[config.mk]
export PLATFORM = sky130hd
export DESIGN_NAME = mem_dump_tx
export DESIGN_NICKNAME = d
export VERILOG_FILES = /design/src/rtl/mem_dump_tx.sv
export SDC_FILE = /design/constraint.sdc
export NUM_CORES = 1
export LEC_CHECK = 0
export BUFFER_PORTS_ARGS = -buffer_cell sky130_fd_sc_hd__buf_2
export CAP_MARGIN = 20
export CORE_MARGIN = 8
export CORE_UTILIZATION = 61
export CTS_CLUSTER_SIZE = 24
export DETAILED_ROUTE_END_ITERATION = 6
export HOLD_SLACK_MARGIN = 0.03
export PLACE_DENSITY = 0.87
export SLEW_MARGIN = 20
export SYNTH_ARGS = -nofsm -noshare
export SYNTH_HDL_FRONTEND = slang
export SYNTH_SLANG_ARGS = --single-unit
[constraint.sdc]
create_clock -name CLK -period 6.2 [get_ports CLK]
set_input_delay 0.93 -clock CLK [delete_from_list [all_inputs] [get_ports CLK]]
set_output_delay 0.93 -clock CLK [all_outputs]
set_load 0.01 [all_outputs]
[src/rtl/mem_dump_tx.sv]
// Streams WORD_COUNT 32-bit memory words out of an 8N1 UART, little-endian byte
// order, followed by one byte holding the XOR of every data byte sent.
//   IDLE      | waiting for START
//   READ      | MEM_RD strobe at the current word address
//   LATCH     | capture MEM_DIN into the word buffer
//   START_BIT | start bit of a data byte
//   DATA_BITS | eight data bits, LSB first
//   STOP_BIT  | stop bit; advances the byte, the word or the phase
//   CHECKSUM  | complete 10-bit frame carrying the checksum byte
//   FINISH    | one-cycle DONE pulse
module mem_dump_tx #(
  parameter int CLK_RATE = 50,
  parameter int BAUD     = 115200,
  parameter int DIV      = (CLK_RATE * 1000000 + BAUD / 2) / BAUD
) (
  input  logic        CLK,
  input  logic        RESET_N,
  input  logic        START,
  input  logic [31:0] START_ADDR,
  input  logic [15:0] WORD_COUNT,
  output logic [31:0] MEM_ADDR,
  output logic        MEM_RD,
  input  logic [31:0] MEM_DIN,
  output logic        TX,
  output logic        BUSY,
  output logic        DONE
);

  localparam int BW = (DIV > 1) ? $clog2(DIV) : 1;
  localparam logic [BW-1:0] BAUD_LAST = BW'(DIV - 1);

  typedef enum logic [2:0] {
    IDLE, READ, LATCH, START_BIT, DATA_BITS, STOP_BIT, CHECKSUM, FINISH
  } state_t;

  state_t        state_q, state_d;
  logic [31:0]   addr_q, addr_d;
  logic [15:0]   cnt_q, cnt_d;
  logic [7:0]    cksum_q, cksum_d;
  logic [31:0]   buf_q, buf_d;
  logic [1:0]    byte_idx_q, byte_idx_d;
  logic [3:0]    bit_cnt_q, bit_cnt_d;
  logic [BW-1:0] baud_q, baud_d;
  logic          tx_q, tx_d;

  logic       bit_end;
  logic [1:0] byte_idx_nx;
  logic [2:0] data_bit_nx;
  logic [7:0] cur_byte;
  logic [7:0] next_byte;
  logic [9:0] ck_frame;

  assign bit_end     = (baud_q == BAUD_LAST);
  assign byte_idx_nx = byte_idx_q + 2'd1;
  assign data_bit_nx = bit_cnt_q[2:0] + 3'd1;
  assign cur_byte    = buf_q[{byte_idx_q, 3'b000} +: 8];
  assign next_byte   = buf_q[{byte_idx_nx, 3'b000} +: 8];
  assign ck_frame    = {1'b1, cksum_q, 1'b0};

  always_comb begin
    state_d    = state_q;
    addr_d     = addr_q;
    cnt_d      = cnt_q;
    cksum_d    = cksum_q;
    buf_d      = buf_q;
    byte_idx_d = byte_idx_q;
    bit_cnt_d  = bit_cnt_q;
    baud_d     = '0;
    tx_d       = tx_q;

    // TX is assigned alongside each transition so the flop leads the new state
    unique case (state_q)
      IDLE: begin
        tx_d = 1'b1;
        if (START) begin
          addr_d     = START_ADDR & 32'hFFFF_FFFC;
          cnt_d      = WORD_COUNT;
          cksum_d    = 8'h00;
          byte_idx_d = 2'd0;
          bit_cnt_d  = 4'd0;
          if (WORD_COUNT == 16'd0) begin
            state_d = CHECKSUM;
            tx_d    = 1'b0;
          end else begin
            state_d = READ;
          end
        end
      end
      READ: state_d = LATCH;
      LATCH: begin
        buf_d      = MEM_DIN;
        byte_idx_d = 2'd0;
        bit_cnt_d  = 4'd0;
        cksum_d    = cksum_q ^ MEM_DIN[7:0];
        tx_d       = 1'b0;
        state_d    = START_BIT;
      end
      START_BIT: begin
        baud_d = bit_end ? '0 : baud_q + BW'(1);
        if (bit_end) begin
          state_d   = DATA_BITS;
          bit_cnt_d = 4'd0;
          tx_d      = cur_byte[0];
        end
      end
      DATA_BITS: begin
        baud_d = bit_end ? '0 : baud_q + BW'(1);
        if (bit_end) begin
          if (bit_cnt_q == 4'd7) begin
            state_d = STOP_BIT;
            tx_d    = 1'b1;
          end else begin
            bit_cnt_d = bit_cnt_q + 4'd1;
            tx_d      = cur_byte[data_bit_nx];
          end
        end
      end
      STOP_BIT: begin
        baud_d = bit_end ? '0 : baud_q + BW'(1);
        if (bit_end) begin
          if (byte_idx_q != 2'd3) begin
            byte_idx_d = byte_idx_nx;
            cksum_d    = cksum_q ^ next_byte;
            tx_d       = 1'b0;
            state_d    = START_BIT;
          end else begin
            addr_d = addr_q + 32'd4;
            cnt_d  = cnt_q - 16'd1;
            if (cnt_q != 16'd1) begin
              state_d = READ;
            end else begin
              state_d   = CHECKSUM;
              bit_cnt_d = 4'd0;
              tx_d      = 1'b0;
            end
          end
        end
      end
      CHECKSUM: begin
        baud_d = bit_end ? '0 : baud_q + BW'(1);
        if (bit_end) begin
          if (bit_cnt_q == 4'd9) begin
            state_d = FINISH;
            tx_d    = 1'b1;
          end else begin
            bit_cnt_d = bit_cnt_q + 4'd1;
            tx_d      = ck_frame[bit_cnt_q + 4'd1];
          end
        end
      end
      FINISH: begin
        tx_d    = 1'b1;
        state_d = IDLE;
      end
      default: state_d = IDLE;
    endcase
  end

  always_ff @(posedge CLK or negedge RESET_N) begin
    if (!RESET_N) begin
      state_q    <= IDLE;
      addr_q     <= '0;
      cnt_q      <= '0;
      cksum_q    <= '0;
      buf_q      <= '0;
      byte_idx_q <= '0;
      bit_cnt_q  <= '0;
      baud_q     <= '0;
      tx_q       <= 1'b1;
    end else begin
      state_q    <= state_d;
      addr_q     <= addr_d;
      cnt_q      <= cnt_d;
      cksum_q    <= cksum_d;
      buf_q      <= buf_d;
      byte_idx_q <= byte_idx_d;
      bit_cnt_q  <= bit_cnt_d;
      baud_q     <= baud_d;
      tx_q       <= tx_d;
    end
  end

  assign MEM_ADDR = addr_q;
  assign MEM_RD   = (state_q == READ);
  assign TX       = tx_q;
  assign BUSY     = (state_q != IDLE);
  assign DONE     = (state_q == FINISH);

endmodule

; After elaboration in Yosys (flattened, before gate mapping)
; Cells that the tools add are included.
[word_totals]
reg_bits = 107
in_bits = 83
output_inout_bits = 36
word_cells = 113
[op_classes]
addsub = 6
magnitude_cmp = 2
n_eq_ne = 25
n_shift = 2
mux = 54
n_bitwise = 2
n_reduce_logical = 13
[op_table]
columns = operator, count
row1 = 2-to-1 mux 32 bit, 3
row2 = case mux 32 bit (2 select lines), 1
row3 = variable part select 32 x 6 -> 8 bit, 2
row4 = 2-to-1 mux 16 bit, 3
row5 = 2-to-1 mux 4 bit, 9
row6 = "adder 32 x 3 -> 32 bit, second input constant", 1
row7 = case mux 16 bit (2 select lines), 1
row8 = 2-to-1 mux 3 bit, 10
row9 = "!= test 2 bit, second input constant", 13
row10 = 2-to-1 mux 8 bit, 3
row11 = case mux 3 bit (8 select lines), 1
row12 = case mux 4 bit (6 select lines), 1
row13 = case mux 8 bit (3 select lines), 1
row14 = 2-to-1 mux 9 bit, 2
row15 = zero test 16 bit, 1
row16 = "!= test 16 x 1 -> 1 bit, second input constant", 1
row17 = "subtractor 16 x 1 -> 16 bit, second input constant", 1
row18 = XOR 8 bit, 2
row19 = "equality test 3 bit, second input constant", 4
row20 = 2-to-1 mux 1 bit, 12
row21 = AND reduction 10 bit, 1
row22 = "adder 9 x 1 -> 9 bit, second input constant", 1
row23 = "equality test 9 bit, second input constant", 1
row24 = AND reduction 4 bit, 2
row25 = other kinds (23), 27

; Logic depth before layout (Yosys ltp)
; Gate-level depths: netlist of run 1.
[depth]
depth_word = 6
ltp_mapped = 9
mapped_depth_nobuf = 8

; Worst setup path after synthesis of run 1
; No wires, ideal clock.
[synth_path]
path_kind = register -> register
start = register addr_q[2], in the netlist MEM_ADDR[2]
end = register addr_q[26], in the netlist MEM_ADDR[26]
setup_time_ns = 0.127
arrival_time_ns = 2.152
required_time_ns = 6.073
path_slack_ns = 3.921
path_stages_with_launch = 8
path_buffers = 0
synth_period_minus_slack_ns = 2.279
cell_sequence = dfrtp_1 > ha_1 > and4_1 > nand3_1 > nor3_1 > nand2_1 > o22ai_1 > o2bb2a_1
[synth_between]
elab_chain_len = 4
[synth_lines]
columns = item, line
row1 = from (decl), 37  ; logic [31:0] addr_q, addr_d;
row2 = from (signal assigned), 172  ; addr_q <= addr_d;
row3 = adder 32 x 3 -> 32 bit, 127  ; addr_d = addr_q + 32'd4;
row4 = 2-to-1 mux 32 bit, 121  ; if (byte_idx_q != 2'd3) begin
row5 = 2-to-1 mux 32 bit, 120  ; if (bit_end) begin
row6 = case mux 32 bit (2 select lines), 72  ; unique case (state_q)
; No other way between the ends. The select of a mux whose other input is x is not followed.
; A chain may end at the register's enable or synchronous reset.

; Final worst setup path of run 1
[layout_path]
start = register state_q[0]
end = register addr_q[15], in the netlist MEM_ADDR[15]
[layout_between]
elab_chain_len = 3
elab_cells_between_ends = 8
cone_classes = eq/ne: 4 / mux: 1 / reduce/logical: 3
[layout_lines]
columns = item, line
row1 = from (decl), 36  ; state_t state_q, state_d;
row2 = from (signal assigned), 171  ; state_q <= state_d;
row3 = equality test 3 bit or zero test 3 bit (tied branches), 72
row4 = != test 2 bit (no line) or nonzero test 2 bit (tied branches), n/a
row5 = AND reduction 4 bit (no line), n/a
; Parallel ways exist; a longest one is shown, timed or not.

==> results of run 1 <==
synthesized netlist by cell type (all sizes together) (5+ instances only):
library cell	count	share of area (%)
o21ai	42	3.4
xnor2	12	1.7
or3	5	0.58
o31ai	5	0.76
inv	12	0.72
mux2	35	6.3
nand3	25	2.0
nor4	6	0.70
dfrtp	104	41
a21oi	70	5.6
o22ai	13	1.3
nand2	73	4.4
ha	8	1.6
nor2	66	3.9
mux4	15	5.4
and3	5	0.50
buf	5	0.48
o2bb2a	5	0.80
and2	7	0.70
o22a	11	1.5
a31oi	13	1.3
nor3	14	1.1
nand4	12	1.2
clkbuf	41	2.5
how the worst max path moves through the flow:
stage / start / endpoint / slack [ns]
4_1_cts: state_q[0]$_DFFE_PN0P_ / MEM_ADDR[15]$_DFFE_PN0P_ / 2.84
6_report: state_q[0]$_DFFE_PN0P_ / MEM_ADDR[15]$_DFFE_PN0P_ / 2.84
3_5_place_dp: START / MEM_ADDR[15]$_DFFE_PN0P_ / 2.86
2_1_floorplan: MEM_ADDR[2]$_DFFE_PN0P_ / MEM_ADDR[26]$_DFFE_PN0P_ / 3.92
3_3_place_gp: START / MEM_ADDR[15]$_DFFE_PN0P_ / 2.94
5_1_grt: state_q[0]$_DFFE_PN0P_ / MEM_ADDR[15]$_DFFE_PN0P_ / 2.61
cells by family (layout without fill, tap and decap cells):
family | after synthesis | after routing
XOR/XNOR | 16 | 16
multiplexers | 53 | 53
buffers and inverters | 58 | 151
AND/OR/NAND/NOR | 236 | 236
flip-flops | 105 | 105
adder cells (fa/ha/maj) | 8 | 8
AO/OA/AOI/OAI | 201 | 201
other | 1 | 2
report_power, final:
part           switching (W)  internal [W]
combinational       0.000805      0.000724
sequential          0.000380       0.00100
clock               0.000249      0.000173
total                0.00143       0.00190
cell usage in the layout (no fill, tap or decap), types with 6 or more instances in the layout:
cell type / n
mux2_2: 35
ha_1: 8
nand3_1: 25
and2_1: 6
nand4_1: 12
nor3_1: 13
inv_1: 12
nor2_1: 66
nand2_1: 73
a21oi_1: 69
xnor2_1: 12
clkbuf_8: 11
buf_4: 9
dfrtp_1: 104
o21ai_0: 38
o22a_1: 11
buf_2: 113
o22ai_1: 13
mux4_2: 15
a31oi_1: 13
registers in the layout (all words and copies together), names as in the netlist:
| name | count |
|---|---|
| MEM_ADDR | 30 |
| TX | 1 |
| baud_q | 9 |
| bit_cnt_q | 4 |
| buf_q | 32 |
| byte_idx_q | 2 |
| cksum_q | 8 |
| cnt_q | 16 |
| state_q | 3 |
cell type report:
| cell class | count | area, µm² | area share (%) |
|---|---|---|---|
| inverter | 12 | 45.0 | 0.632 |
| multi-input combinational | 516 | 3440 | 48.2 |
| sequential | 105 | 2630 | 36.9 |
| timing repair buffer | 123 | 661 | 9.26 |
| clock buffer | 12 | 155 | 2.18 |
| tap | 136 | 170 | 2.39 |
| clock inverter | 4 | 33.8 | 0.474 |
through the flow:
stage / power (W) / util (%) / cell area (µm²) / instances / hold WS [ns]
floorplan: 0.00244 / - / 6280 / 679 / 0.474
global placement: 0.00280 / 68.2 / 6910 / 891 / 0.488
detailed placement: 0.00290 / 68.2 / 6910 / 891 / 0.496
CTS: 0.00333 / 70.1 / 7100 / 907 / 0.519
global route: 0.00356 / 70.3 / 7130 / 908 / 0.557
finish: 0.00333 / 70.3 / 7130 / 908 / 0.511
layer usage:
layer / vias up / track usage, % / part of all wire [%]
met4: 0 / 9.08 / 2.3
met1: 2739 / 29.7 / 43
met2: 245 / 36.4 / 48
li1: 2668 / - / -
met3: 31 / 4.22 / 6.7
met5: - / 0 / 0
==> summary.txt, run 1 <==
Critical path
  – FF-to-FF End: MEM_ADDR[15]$_DFFE_PN0P_
  – Cell depth of the worst setup path: 6
  – Startpoint types: flip-flop
  – Setup CP Type: flip-flop to flip-flop
  – CP Data Required Time: 6.47 ns
  – R2r startpoint: state_q[0]$_DFFE_PN0P_
  – CP bufs+invs: 1
  – CP Data Arrival Time: 3.63 ns
  – Worst-path maximum fanout: 25
  – Endpoint type of the worst setup path: flip-flop
  – Worst path max stage delay: 0.71 ns
  – Critical path cell sequence: or3_1 -> nor2_1 -> a21o_1 -> buf_4 -> o21ai_0 -> a22o_1
  – R2R Setup Slk: 2.84 ns
  – Worst path slowest cell: nor2_1
  – Worst reg-to-reg path cell count: 6
  – Delay-heaviest family, CP: simple AND/OR/NAND/NOR gates

Die
  – Die Y: 117 µm
  – Initial core utilization: 61.9%
  – Die X: 117 µm
  – Core ar.: 0.0101 mm²
  – Ports: 119
  – Die area: 0.0138 mm²
  – Row count: 37

Drt
  – 1st-pass router iterations: 5
  – Post-route ant nets: 0
  – Final wirelength: 15800 µm
  – Initial DRC Count: 537
  – Vias: 5683
  – Vias/cell: 6.26
  – Post-DR wirelength/cell: 17.4 µm
  – DRC: 0

Pwr
  – Leak: 2.98 nW
  – Max IR drop VDD: 0.325 mV
  – Pwr Density: 467 mW/mm²

GRT
  – GRT Total Usage: 22.7%
  – Initial antenna violation count: 0
  – Gr ovfl total: 0
  – Largest net degree at the start of global routing: 98
  – First-pass GRT wire length: 26500 µm
  – Vias in the first global route: 5570

Min path
  – Hold Crit Class: flip-flop to flip-flop
  – WHS Endpoint: MEM_ADDR[17]$_DFFE_PN0P_
  – Hold path depth: 1
  – HP Start: MEM_ADDR[17]$_DFFE_PN0P_

Layout
  – Layout Area Growth over Synthesis: 13.7%
  – Layout cells sized above 1: 26.3%
  – Filler instances: 764
  – Antenna Cells: 0
  – Nets: 858

Synth
  – Post-synthesis simple-gate area fraction: 18.1%
  – Synth Register Bits: 105
  – YS warnings: 0
  – Gate count of the mapped netlist: 678
  – Async SR Flop Fraction: 100%
  – Largest family of logic cells by synthesized area: compound AO/OA/AOI/OAI gates
  – Synth Cell Area: 0.00627 mm²
  – Register area share after synthesis: 41.9%
  – Top FF cell, synth: dfrtp_1
  – Synth Area in XOR/XNOR: 2.23%
  – Post-synthesis adder-cell area fraction: 1.60%
  – Syn avg cell area: 9.25 µm²
  – Fraction of the mapped netlist area in compound gates: 20.3%
  – Synth unique cells: 66
  – Number of flops mapped to enable cells by yosys: 0
  – Multiplexer share of the synthesized area: 12.1%

Timing
  – Final worst slack: 2.84 ns
  – Tmin final: 3.36 ns
  – Endpoints failing setup: 0
  – Worst-Margin Slew: 0.919 ns
  – Final Hold Vio Count: 0
  – RSZ-0062 raised after global routing: false
  – Clock Skew: 0.00869 ns
  – Max-slew violation count: 0
  – Slew margin rel.: 38.7%
  – Final Cycle Share: 54.1%
  – F_max: 298 MHz
  – Setup_tns: 0 ns

Clock network
  – Resize count post-CTS: 0
  – Hold buffer count at CTS: 0
  – Postcts setup bufs: 0
  – Clk root buf: clkbuf_8
  – Clock sink count: 105
  – Htree depth: 3
  – Clk Latency, worst-skew pair: 0.38 ns
  – Cts bufs inserted: 9
  – Clock transition at path regs: 0.10 ns
  – TritonCTS clock tree: done
  – Clk buf depth: 2

Place
  – GP Congestion: 0.868
  – Count of input and output buffers: 114
  – Post-DP HPWL: 11400 µm
  – Pre-CTS setup slack: 2.86 ns

Job
  – Max-cap check violation count: 0

Status
  – Status: finished clean
(Power assumes the default switching activity.)
==> inputs of run 2 (changes only) <==
--- a/config.mk
+++ b/config.mk
@@ -5,14 +5,15 @@
 export SDC_FILE = /design/constraint.sdc
 export NUM_CORES = 1
 export LEC_CHECK = 0
+export ABC_AREA = 1
 export BUFFER_PORTS_ARGS = -buffer_cell sky130_fd_sc_hd__buf_2
 export CAP_MARGIN = 20
 export CORE_MARGIN = 8
-export CORE_UTILIZATION = 61
+export CORE_UTILIZATION = 51
 export CTS_CLUSTER_SIZE = 24
 export DETAILED_ROUTE_END_ITERATION = 6
 export HOLD_SLACK_MARGIN = 0.03
-export PLACE_DENSITY = 0.87
+export PLACE_DENSITY = 0.77
 export SLEW_MARGIN = 20
 export SYNTH_ARGS = -nofsm -noshare
 export SYNTH_HDL_FRONTEND = slang
==> constraint.sdc (replaced) <==
create_clock -name CLK -period 2.8 [get_ports CLK]
set_input_delay 0.42 -clock CLK [delete_from_list [all_inputs] [get_ports CLK]]
set_output_delay 0.42 -clock CLK [all_outputs]
set_load 0.01 [all_outputs]
==> run 2 against run 1 <==
Cell area grew 7.7%. Cell count grew 32%. Synthesized cell count grew 37%. Total power shrank 8.0%. Non-clock buffer count grew 1. Register-to-register slack lost 2.5 ns. Sequential share of layout area shrank 2.6 points. Critical path type unchanged. Wire length grew 12%. Critical endpoint is now cksum_q[0]$_DFFE_PN0P_.
==> summary.txt, run 2 <==
Status
  – Status: finished clean

Timing
  – Slew margin rel.: 48.4%
  – F_max: 414 MHz
  – Final Cycle Share: 86.2%
  – Clock Skew: 0.00862 ns
  – Endpoints failing setup: 0
  – RSZ-0062 raised after global routing: false
  – Final Hold Vio Count: 0
  – Max-slew violation count: 0
  – Final worst slack: 0.386 ns
  – Hold slack: 0.114 ns
  – Setup_tns: 0 ns
  – Tmin final: 2.41 ns
  – Worst-Margin Slew: 0.774 ns

Pwr
  – Leak: 3.72 nW
  – Max IR drop VDD: 0.305 mV
  – Pwr Density: 399 mW/mm²

Synth
  – Gate count of the mapped netlist: 930
  – Top FF cell, synth: dfrtp_1
  – Synth Area in XOR/XNOR: 3.15%
  – Multiplexer share of the synthesized area: 0.676%
  – Top cells by count, synth: 179 x nand2_1, 112 x nor2_1, 104 x dfrtp_1
  – Synth Register Bits: 105
  – Post-synthesis adder-cell area fraction: 1.50%
  – Most frequent cell after synthesis: nand2_1
  – Fraction of the mapped netlist area in compound gates: 17.7%
  – YS warnings: 0
  – Synth unique cells: 48
  – Top cell type's share of synthesized area: 39.0%
  – Largest family of logic cells by synthesized area: simple AND/OR/NAND/NOR gates
  – Syn avg cell area: 7.17 µm²
  – Post-synthesis simple-gate area fraction: 28.1%
  – Async SR Flop Fraction: 100%
  – Synth Cell Area: 0.00667 mm²
  – Area leader, netlist: dfrtp_1
  – Top cells by area, synth: dfrtp_1 39%, nand2_1 10%, nor2_1 6.3%
  – Register area share after synthesis: 39.4%
  – Number of flops mapped to enable cells by yosys: 0

Layout
  – Antenna Cells: 0
  – Most frequent cells in the layout: 178 x nand2_1, 113 x buf_2, 112 x nor2_1
  – Most common cell after layout, fill and taps aside: nand2_1
  – Top reg by flops: buf_q
  – Post-Layout Cell Count: 1203
  – Layout Area Growth over Synthesis: 15.2%
  – Max FFs per register: 32
  – Nets: 1117
  – Layout cells sized above 1: 17.3%

Die
  – Row count: 41
  – Die Y: 130 µm
  – Ports: 119
  – Die X: 130 µm
  – Die area: 0.0170 mm²
  – Initial core utilization: 52.6%
  – Core ar.: 0.0127 mm²

Critical path
  – R2r startpoint: state_q[1]$_DFFE_PN0P_
  – Worst-path maximum fanout: 81
  – FF-to-FF End: cksum_q[0]$_DFFE_PN0P_
  – Startpoint types: flip-flop
  – Worst path max stage delay: 0.58 ns
  – Critical path cell sequence: nor2_4 -> nand2_2 -> inv_2 -> buf_4 -> o221ai_1 -> o21ai_0 -> o21ai_0 -> nand2_1 -> nand2_1 -> inv_1
  – Setup CP Type: flip-flop to flip-flop
  – CP Data Required Time: 3.09 ns
  – Worst path slowest cell: buf_4
  – Endpoint type of the worst setup path: flip-flop
  – Worst reg-to-reg path cell count: 10
  – CP Data Arrival Time: 2.71 ns
  – R2R Setup Slk: 0.39 ns

Clock network
  – Clk buf depth: 2
  – Postcts setup bufs: 0
  – Htree depth: 3
  – Clock transition at path regs: 0.07 ns
  – Clock sink count: 105
  – Cts bufs inserted: 9
  – Resize count post-CTS: 0
  – TritonCTS clock tree: done
  – Clk Latency, worst-skew pair: 0.35 ns
  – Clk root buf: clkbuf_16
  – Hold buffer count at CTS: 0

Drt
  – Final wirelength: 17700 µm
  – Initial DRC Count: 424
  – Post-DR wirelength/cell: 14.7 µm
  – Vias: 6635
  – DRC: 0
  – 1st-pass router iterations: 5
  – Vias/cell: 5.52
  – Post-route ant nets: 0

Place
  – GP Congestion: 0.920
  – Cells after DPL: 1187
  – Post-DP HPWL: 13000 µm
  – Count of input and output buffers: 114
  – Pre-CTS setup slack: 0.503 ns

GRT
  – GRT Total Usage: 21.5%
  – Largest net degree at the start of global routing: 82
  – Initial antenna violation count: 0
  – Vias in the first global route: 6292
  – First-pass GRT wire length: 29300 µm
  – Gr ovfl total: 0

Job
  – Max-cap check violation count: 0

Min path
  – Hold Crit Class: input pin to async pin
[run 2: cell types whose count changed in the layout (fill, tap and decap cells not counted), moves of 17 or more]
cell / before / now
xor2_1: 4 / 21
o21ai_1: 4 / 23
mux2_2: 35 / 4
inv_1: 12 / 101
nor2_1: 66 / 112
o21ai_0: 38 / 65
o211ai_1: 2 / 19
nand2_1: 73 / 178
nand3_1: 25 / 73
[run 2: cells by family after synthesis]
kind of cell,Yosys count
buf+inv,151
simple gates,431
compound gates,206
other cells,1
xor+xnor,24
fa+ha+maj,8
flops,105
mux,4
[run 2: worst max path at each step]
stage	startpoint	end	slack, ns	cells after the start
5_1_grt	state_q[1]$_DFFE_PN0P_	cksum_q[0]$_DFFE_PN0P_	0.25	10
6_report	state_q[1]$_DFFE_PN0P_	cksum_q[0]$_DFFE_PN0P_	0.39	10
4_1_cts	state_q[1]$_DFFE_PN0P_	cksum_q[0]$_DFFE_PN0P_	0.43	10
2_1_floorplan	byte_idx_q[0]$_DFFE_PN0P_	cksum_q[6]$_DFFE_PN0P_	1.04	10
3_3_place_gp	state_q[1]$_DFFE_PN0P_	cksum_q[0]$_DFFE_PN0P_	0.52	10
3_5_place_dp	state_q[1]$_DFFE_PN0P_	cksum_q[0]$_DFFE_PN0P_	0.50	10
[run 2: stage by stage]
| step | instance area [µm²] | util (%) | total power (W) |
|---|---|---|---|
| detailed placement | 7360 | 58.1 | 0.00175 |
| global route | 7680 | 60.6 | 0.00316 |
| floorplan | 6670 | - | 0.00164 |
| global placement | 7360 | 58.1 | 0.00175 |
| finish | 7680 | 60.6 | 0.00306 |
| CTS | 7680 | 60.6 | 0.00308 |
[run 2: report_power, final]
part           total (W)  internal, W  switching (W)  leakage (nW)
logic           0.000172    0.0000736      0.0000979          2.38
registers        0.00155      0.00154      0.0000103          1.19
clock network    0.00134     0.000749       0.000594         0.154
[run 2: per-layer routing]
| metal | routed length (µm) | GRT usage [%] | share of wire, % |
|---|---|---|---|
| met1 | 7780 | 27.7 | 44 |
| met2 | 8220 | 35.2 | 46 |
| met3 | 1190 | 3.18 | 6.7 |
| met4 | 546 | 9.72 | 3.1 |
| met5 | 0 | 0 | 0 |
[run 2: final cells by class]
| class | instances | area [µm²] |
|---|---|---|
| clock inverters | 5 | 62.6 |
| inverters | 111 | 417 |
| well taps | 172 | 215 |
| fillers | 1168 | 4990 |
| multi-input cells | 675 | 3420 |
| clock buffers | 11 | 253 |
| repair buffers | 124 | 686 |
| flip-flops and latches | 105 | 2630 |
[run 2: worst max-delay path, delay by kind of cell (launching register included)]
kind	cells	cell delay, ns
buffers and inverters	3	0.73
AO/OA/AOI/OAI	3	0.57
flip-flops	1	0.49
AND/OR/NAND/NOR	4	0.49
==> inputs of run 3 (changes only) <==
--- a/config.mk
+++ b/config.mk
@@ -8,12 +8,14 @@
 export ABC_AREA = 1
 export BUFFER_PORTS_ARGS = -buffer_cell sky130_fd_sc_hd__buf_2
 export CAP_MARGIN = 20
+export CELL_PAD_IN_SITES_DETAIL_PLACEMENT = 1
+export CELL_PAD_IN_SITES_GLOBAL_PLACEMENT = 1
 export CORE_MARGIN = 8
-export CORE_UTILIZATION = 51
+export CORE_UTILIZATION = 37
 export CTS_CLUSTER_SIZE = 24
 export DETAILED_ROUTE_END_ITERATION = 6
 export HOLD_SLACK_MARGIN = 0.03
-export PLACE_DENSITY = 0.77
+export PLACE_DENSITY_LB_ADDON = 0.1
 export SLEW_MARGIN = 20
 export SYNTH_ARGS = -nofsm -noshare
 export SYNTH_HDL_FRONTEND = slang
==> run 3 against run 2 <==
Die area grew 33%. Register-to-register slack improved by 0.19 ns. Total power grew 0.32%. Non-clock buffer count is 2 higher. Highest routed layer unchanged.
==> summary.txt, run 3 (synthesized netlist as in run 2, its figures left out) <==
Status
  – Status: finished clean

Pwr
  – Leak: 3.72 nW
  – Max IR drop VDD: 0.277 mV
  – Pwr Density: 396 mW/mm²

Job
  – Max-cap check violation count: 0

Timing
  – Worst-Margin Slew: 0.587 ns
  – Final Cycle Share: 79.4%
  – F_max: 450 MHz
  – Max-slew violation count: 0
  – Hold slack: 0.0382 ns
  – RSZ-0062 raised after global routing: false
  – Final Hold Vio Count: 0
  – Setup_tns: 0 ns
  – Slew margin rel.: 60.9%
  – Clock Skew: 0.0106 ns
  – Final worst slack: 0.576 ns
  – Endpoints failing setup: 0
  – Tmin final: 2.22 ns

Layout
  – Final Instance Area: 0.00775 mm²
  – Layout Area Growth over Synthesis: 16.3%
  – Filler instances: 2362
  – Max FFs per register: 32
  – Top reg by flops: buf_q
  – Nets: 1119
  – Antenna Cells: 0
  – Most common cell after layout, fill and taps aside: nand2_1
  – Layout cells sized above 1: 17.3%
  – Most frequent cells in the layout: 178 x nand2_1, 113 x buf_2, 112 x nor2_1

Critical path
  – Setup CP Type: flip-flop to flip-flop
  – Cell mode on critical path: inv_2
  – Worst path max stage delay: 0.45 ns
  – Worst path slowest cell: dfrtp_1
  – Critical path cell sequence: inv_2 -> nor2_4 -> nand2_2 -> buf_4 -> nor2_1 -> a21oi_2 -> nand3_2 -> inv_2 -> buf_12 -> o21ai_0 -> o22ai_1
  – CP Data Required Time: 3.07 ns
  – CP Data Arrival Time: 2.49 ns
  – Endpoint type of the worst setup path: flip-flop
  – Startpoint types: flip-flop
  – Worst-path maximum fanout: 67

Die
  – Row count: 49
  – Initial core utilization: 37.4%
  – Die area: 0.0226 mm²
  – Die X: 150 µm
  – Ports: 119
  – Die Y: 150 µm
  – Core ar.: 0.0178 mm²

Place
  – Count of input and output buffers: 114
  – Post-DP HPWL: 16300 µm
  – DP Area: 0.00745 mm²
  – Pre-CTS setup slack: 0.599 ns
  – GP Congestion: 0.811

Drt
  – Vias/cell: 5.22
  – 1st-pass router iterations: 4
  – Final wirelength: 21700 µm
  – Vias: 6591
  – Post-DR wirelength/cell: 17.2 µm
  – Post-route ant nets: 0
  – DRC: 0
  – Initial DRC Count: 226

Min path
  – Hold Crit Class: input pin to async pin

GRT
  – GRT Total Usage: 20.0%
  – Vias in the first global route: 6897
  – Largest net degree at the start of global routing: 69
  – Gr ovfl total: 0
  – Initial antenna violation count: 0
  – First-pass GRT wire length: 36000 µm

Clock network
  – Clock transition at path regs: 0.08 ns
  – Cts bufs inserted: 9
  – Hold buffer count at CTS: 0
  – Clk root buf: clkbuf_16
  – Clock sink count: 105
  – Postcts setup bufs: 0
  – TritonCTS clock tree: done
  – Htree depth: 3
  – Clk buf depth: 2
  – Resize count post-CTS: 0
  – Clk Latency, worst-skew pair: 0.37 ns
run 3: cell types whose count changed in the layout (fill, tap and decap cells not counted), sizes merged:
| cell | change |
|---|---|
| inv | +2 |
| buf | +2 |
| clkinvlp | -1 |
| clkbuf | -1 |
run 3: critical path: cells and delay by family, from the launching register on:
family,cells,cell delay [ns]
AO/OA/AOI/OAI,3,0.49
AND/OR/NAND/NOR,4,0.45
flip-flops,1,0.45
buffers and inverters,4,0.72
run 3: stage by stage:
step | util [%] | total power, W | cells
finish | 43.5 | 0.00307 | 1262
detailed placement | 41.8 | 0.00176 | 1246
global placement | 41.8 | 0.00176 | 1246
floorplan | - | 0.00164 | 931
global route | 43.5 | 0.00320 | 1262
CTS | 43.5 | 0.00312 | 1262
run 3: report_power, final:
group	internal, W	switching (W)
combinational	0.0000737	0.000104
sequential	0.00154	0.0000104
clock	0.000709	0.000638
total	0.00232	0.000752
run 3: routing by layer:
metal,wire length (µm),part of all wire [%],global-route usage [%]
met1,9830,45,24.7
met2,10900,50,35.8
met3,680,3.1,3.01
met4,302,1.4,4.85
met5,0,0,0
run 3: final timing paths:
check,slack [ns],end,depth (start not counted),from
worst min-delay path,0.04,buf_q[26]$_DFFE_PN0P_,1,RESET_N
worst min register to register,0.48,cnt_q[15]$_DFFE_PN0P_,2,cnt_q[15]$_DFFE_PN0P_
min in group CLK,0.29,buf_q[24]$_DFFE_PN0P_,2,MEM_DIN[24]
max in group asynchronous,2.02,cnt_q[15]$_DFFE_PN0P_,2,RESET_N
worst max register to register,0.58,cnt_q[14]$_DFFE_PN0P_,11,state_q[0]$_DFFE_PN0P_
worst max-delay path,0.58,cnt_q[14]$_DFFE_PN0P_,11,state_q[0]$_DFFE_PN0P_
run 3: cell type report:
type | instances | area, µm² | share of cell area (%)
Multi-Input combinational cell | 675 | 3420 | 44.1
Clock buffer | 10 | 229 | 2.95
Timing Repair Buffer | 126 | 701 | 9.04
Clock inverter | 6 | 72.6 | 0.936
Tap cell | 229 | 287 | 3.70
Sequential cell | 105 | 2630 | 33.9
Inverter | 111 | 417 | 5.37
